**config.mk**
```make
export PLATFORM = sky130hd
export DESIGN_NAME = reload_timer
export DESIGN_NICKNAME = d
export VERILOG_FILES = /design/src/rtl/timer_pkg.sv /design/src/rtl/timer_prescaler.sv /design/src/rtl/reload_timer.sv
export SDC_FILE = /design/constraint.sdc
export NUM_CORES = 1
export LEC_CHECK = 0
export BUFFER_PORTS_ARGS = -buffer_cell sky130_fd_sc_hd__buf_2
export CAP_MARGIN = 20
export CORE_ASPECT_RATIO = 0.9
export CORE_MARGIN = 4
export CORE_UTILIZATION = 54
export DETAILED_ROUTE_END_ITERATION = 6
export HOLD_SLACK_MARGIN = 0.03
export PLACE_DENSITY = 0.84
export SLEW_MARGIN = 20
export SYNTH_ARGS = -nofsm -noshare
export SYNTH_HDL_FRONTEND = slang
export SYNTH_HIERARCHICAL = 1
export SYNTH_SLANG_ARGS = --single-unit
```
**constraint.sdc**
```tcl
create_clock -name clk -period 2.8 [get_ports clk]
set_clock_uncertainty 0.1 [all_clocks]
set_input_delay 0.56 -clock clk [delete_from_list [all_inputs] [get_ports clk]]
set_output_delay 0.56 -clock clk [all_outputs]
set_load 0.05 [all_outputs]
```
**src/rtl/timer_pkg.sv**
```systemverilog
// ============================================================================
// Module   : timer_pkg
// Purpose  : Shared state encoding and mode constants for reload_timer.
// Revision : 1.0 - initial release
// ============================================================================
`default_nettype none

package timer_pkg;

  typedef enum logic [1:0] {
    IDLE = 2'd0,
    RUN  = 2'd1,
    HOLD = 2'd2
  } timer_state_t;

  localparam logic MODE_ONESHOT  = 1'b0;
  localparam logic MODE_PERIODIC = 1'b1;

endpackage

`default_nettype wire

```
**src/rtl/timer_prescaler.sv**
```systemverilog
// ============================================================================
// Module   : timer_prescaler
// Purpose  : Tick divider for reload_timer; emits a tick every prescale+1
//            enabled clocks.
// Revision : 1.0 - initial release
// ============================================================================
`default_nettype none

module timer_prescaler #(
  parameter int WIDTH = 8
) (
  input  logic             clk,
  input  logic             reset,
  input  logic             clear,
  input  logic             enable,
  input  logic [WIDTH-1:0] prescale,
  output logic             tick
);

  logic [WIDTH-1:0] div_cnt;

  assign tick = enable && (div_cnt == prescale);

  always_ff @(posedge clk) begin
    if (reset || clear) begin
      div_cnt <= '0;
    end else if (enable) begin
      div_cnt <= tick ? '0 : div_cnt + 1'b1;
    end
  end

endmodule

`default_nettype wire

```
**src/rtl/reload_timer.sv**
```systemverilog
// ============================================================================
// Module   : reload_timer
// Purpose  : Down-counting one-shot / auto-reload timer with pause and abort.
//            Define TIMER_PRESCALE_EN to add a prescale input and tick divider.
// Revision : 1.0 - initial release
// ============================================================================
`default_nettype none

module reload_timer
  import timer_pkg::*;
#(
  parameter int WIDTH      = 16,
  parameter int PRESCALE_W = 8
) (
  input  logic                  clk,
  input  logic                  reset,
  input  logic                  load,
  input  logic [WIDTH-1:0]      cycles,
  input  logic                  periodic,
  input  logic                  pause,
  input  logic                  stop,
`ifdef TIMER_PRESCALE_EN
  input  logic [PRESCALE_W-1:0] prescale,
`endif
  output logic                  busy,
  output logic                  done,
  output logic [WIDTH-1:0]      count
);

  timer_state_t     state;
  timer_state_t     state_nxt;
  logic [WIDTH-1:0] reload;
  logic             mode;
  logic             tick;
  logic             active;
  logic             do_load;
  logic             step;
  logic             expire;

  assign active  = (state != IDLE);
  assign do_load = load && (cycles != '0);
  assign step    = active && !pause && tick;
  // count==0 while active is unreachable, but treating it as expiry keeps underflow impossible
  assign expire  = step && ((count == WIDTH'(1)) || (count == '0));

`ifdef TIMER_PRESCALE_EN
  logic [PRESCALE_W-1:0] prescale_q;

  always_ff @(posedge clk) begin
    if (reset) begin
      prescale_q <= '0;
    end else if (!stop && do_load) begin
      prescale_q <= prescale;
    end
  end

  timer_prescaler #(
    .WIDTH (PRESCALE_W)
  ) u_prescaler (
    .clk      (clk),
    .reset    (reset),
    .clear    (stop || do_load),
    .enable   (active && !pause),
    .prescale (prescale_q),
    .tick     (tick)
  );
`else
  assign tick = 1'b1;
`endif

  always_ff @(posedge clk) begin
    if (reset) begin
      state <= IDLE;
    end else begin
      state <= state_nxt;
    end
  end

  always_comb begin
    state_nxt = state;
    if (stop) begin
      state_nxt = IDLE;
    end else if (do_load) begin
      state_nxt = pause ? HOLD : RUN;
    end else if (active) begin
      if (pause) begin
        state_nxt = HOLD;
      end else if (expire && (mode == MODE_ONESHOT)) begin
        state_nxt = IDLE;
      end else begin
        state_nxt = RUN;
      end
    end
  end

  always_comb begin
    busy = (state != IDLE);
  end

  always_ff @(posedge clk) begin
    if (reset) begin
      count  <= '0;
      reload <= '0;
      mode   <= MODE_ONESHOT;
      done   <= 1'b0;
    end else begin
      done <= 1'b0;
      if (stop) begin
        count <= '0;
      end else if (do_load) begin
        count  <= cycles;
        reload <= cycles;
        mode   <= periodic;
      end else if (expire) begin
        done  <= 1'b1;
        count <= (mode == MODE_PERIODIC) ? reload : '0;
      end else if (step) begin
        count <= count - 1'b1;
      end
    end
  end

endmodule

`default_nettype wire

```
==> reports/qor.csv <==
stage,metric,value,unit
clock_tree,Hold Buf Count CTS,0,
power_and_ir_drop,pwr dens,552,nW/um^2
cells_and_area,fin nets,321,
clock_tree,clock root cell,clkbuf_8,
logic_synthesis,YS warnings,6,
clock_tree,CTS Buffer Depth,2,
clock_tree,post_cts resized,0,
worst_setup_path,WP data required,2.88,ns
power_and_ir_drop,sequential share of power,0.438,
cells_and_area,"commonest non-fill, non-tap cells in the layout","45 x nand2_1, 39 x buf_2, 36 x dfxtp_1",
logic_synthesis,largest family of logic cells by synthesized area,simple AND/OR/NAND/NOR gates,
route,DRT antenna net count,0,
logic_synthesis,Synth top area share,0.367,
logic_synthesis,XOR/XNOR share of the synthesized area,0.0268,
logic_synthesis,Yosys top cell by area,dfxtp_1,
timing,Max Fclk,424,MHz
logic_synthesis,Mapped Nets,285,
logic_synthesis,mux share of post-synthesis cell area,0.00510,
clock_tree,setup bufs post-CTS,0,
run,max cap viols,0,
clock_tree,"Clk Latency, worst-skew pair",0.30,ns
grt,All-Layer GR Usage,0.262,
timing,hold_ws,0.359,ns
cells_and_area,Filler cells,287,
die,I/O pin cnt,40,
logic_synthesis,Post-Syn Instances,260,
grt,global-route wire length before repair,9.61,mm
die,FP Rows,20,
route,vias per cell,6.28,
die,die area,4670,um^2
timing,Max-slew headroom,0.514,
grt,met1 Track Usage GR,0.357,
logic_synthesis,simple logic cell fraction of the synthesized area,0.287,
grt,Overflow after GRT,0,
logic_synthesis,post-synthesis sequential area ratio,0.367,
clock_tree,"Clk pin slew, worst setup/hold paths",0.08,ns
route,Total Wirelength,5.90,mm
cells_and_area,share of cells above drive strength 1,0.205,
power_and_ir_drop,Int Power,0.882,mW
logic_synthesis,Syn Area/Cell,7.55,um^2
power_and_ir_drop,clock power share,0.364,
die,CORE AREA,3430,um^2
grt,met3 usage,0.0719,
worst_setup_path,Crit Path Class,flip-flop to flip-flop,
power_and_ir_drop,Pleak,0.920,nW
grt,M2 GR Usage,0.388,
power_and_ir_drop,Sw Pwr,0.390,mW
logic_synthesis,post-synthesis compound-gate area fraction,0.248,
clock_tree,# H-tree levels,2,
logic_synthesis,"FF+latch count, synth",36,
grt,initial antenna violation count,0,
cells_and_area,fin cells,341,
worst_setup_path,CP arrival,2.44,ns
cells_and_area,Area growth syn-to-layout,17.3,%
power_and_ir_drop,combinational fraction of design power,0.197,
timing,Slew Limit Fails,0,
cells_and_area,most common library cell in the layout ignoring fill and taps,nand2_1,
logic_synthesis,"Distinct cells, synth",43,
timing,fin crit share,0.843,
route,via count,2142,
route,Starting DRT DRC Count,315,
logic_synthesis,dominant cells by area after synthesis,"dfxtp_1 37%, nand2_1 8.6%, a21oi_1 8.2%, nand3_1 4.3%, nor2_1 3.8%",
route,post-route DRC violation count,0,
placed_design,placement-stage worst setup slack,0.501,ns
grt,busiest grt layer,met2,
timing,final setup vio count,0,
placed_design,port buffer count,39,
clock_tree,CTS tree,yes,
cells_and_area,diode count,0,
timing,worst slew pin tran,0.722,ns
route,drt pass-1 iters,5,
worst_setup_path,reg2reg setup slack,0.44,ns
grt,largest net degree at the start of global routing,24,
clock_tree,# clock sinks,36,
timing,RSZ-0062 raised after global routing,no,
clock_tree,clock buffer count from CTS,5,
die,Initial Util,0.573,
timing,final hold vios,0,
die,Die Ht,65.2,um
power_and_ir_drop,switching share of power,0.307,
grt,vias in the first global route,1963,
worst_setup_path,worst-path maximum fanout,23,
worst_hold_path,Hold WC Path Type,flip-flop to flip-flop,
timing,TNS Setup,0,ns
power_and_ir_drop,Max VDD drop,0.328,mV
timing,final worst setup slack,0.439,ns
placed_design,gpl congestion,0.961,
logic_synthesis,mapped cell area,1960,um^2
logic_synthesis,adder-cell share of the synthesized area,0.0191,
timing,crit path time final,2.36,ns
outcome,status,"complete, no violations",
placed_design,post-DP HPWL,3.98,mm
worst_setup_path,Worst setup EP type,flip-flop,
worst_setup_path,Startpoint Class,flip-flop,
route,DR WL/cell,17.3,um
placed_design,placed insts,333,
die,chip width,71.6,um
-- power groups by stage --
stage               clock network [mW]  registers, mW  logic (mW)
finish                           0.464          0.558       0.251
global route                     0.487          0.561       0.273
CTS                              0.465          0.557       0.246
detailed placement                   0          0.569       0.243
global placement                     0          0.568       0.241
floorplan                            0          0.596       0.141
-- flip-flops by register name, indices dropped and copies added, names as in the netlist --
| register | cells |
|---|---|
| count | 16 |
| done | 1 |
| mode | 1 |
| reload | 16 |
| state | 2 |
-- synth_stat cells, drive strengths merged --
cell type  instances
nand2             45
dfxtp             36
a21oi             32
nor2              21
nand3             17
o21ai             16
clkbuf            15
nor4               9
o211ai             9
a311oi             8
a31oi              5
nor3               5
nand4              4
xor2               4
and3               3
buf                3
ha                 3
inv                3
a211oi             2
and2               2
xnor2              2
a211o              1
a311o              1
a32oi              1
and3b              1
and4               1
mux2i              1
nand2b             1
nand3b             1
nand4b             1
nor3b              1
o21bai             1
o22ai              1
o31a               1
o41ai              1
or2                1
or4                1
-- metal layers --
metal	share of wire	wire, um	vias to the layer above
met5	0	0	-
met4	0.017	99	0
met3	0.10	591	13
met2	0.44	2590	136
met1	0.44	2630	969
li1	-	-	1024
-- logic make-up (layout without fill, tap and decap cells) --
family | Yosys count | in the layout
AOI/OAI and AO/OA | 79 | 79
xor gates and xnor gates | 6 | 6
adders and majority gates | 3 | 3
buffers and inverters | 21 | 58
DFF | 36 | 36
muxes | 1 | 1
and+or+nand+nor | 114 | 114
-- worst paths after layout --
| kind | startpoint | endpoint | cells after the start |
|---|---|---|---|
| max | count[10]$_SDFFE_PP0P_ | count[13]$_SDFFE_PP0P_ | 7 |
| min | reload[13]$_SDFFE_PP0P_ | reload[13]$_SDFFE_PP0P_ | 2 |
| max reg2reg | count[10]$_SDFFE_PP0P_ | count[13]$_SDFFE_PP0P_ | 7 |
| min reg2reg | reload[13]$_SDFFE_PP0P_ | reload[13]$_SDFFE_PP0P_ | 2 |
-- final cells by class --
class                   instances  area [um^2]  area share
clock buffers                   6         72.6      0.0315
clock inverters                 2         35.0      0.0152
inverters                       3         11.3     0.00489
multi-input cells             203         1150       0.501
flip-flops and latches         36          721       0.313
well taps                      44         55.1      0.0239
repair buffers                 47          255       0.111
-- critical path, stage by stage (launching register included) --
cell and delay (ns):
dfxtp_1 0.37, nor4_1 0.57, and3b_1 0.32, and3_1 0.17, buf_4 0.26, nor2_1 0.08
a311oi_1 0.27, o21ai_1 0.10
-- stage by stage --
stage	total power, mW	utilization	area (um^2)
floorplan	0.737	-	1960
global placement	0.810	0.640	2190
detailed placement	0.812	0.640	2190
CTS	1.27	0.671	2300
global route	1.32	0.672	2300
finish	1.27	0.672	2300
Note: power is estimated with default switching activity, not from simulation.
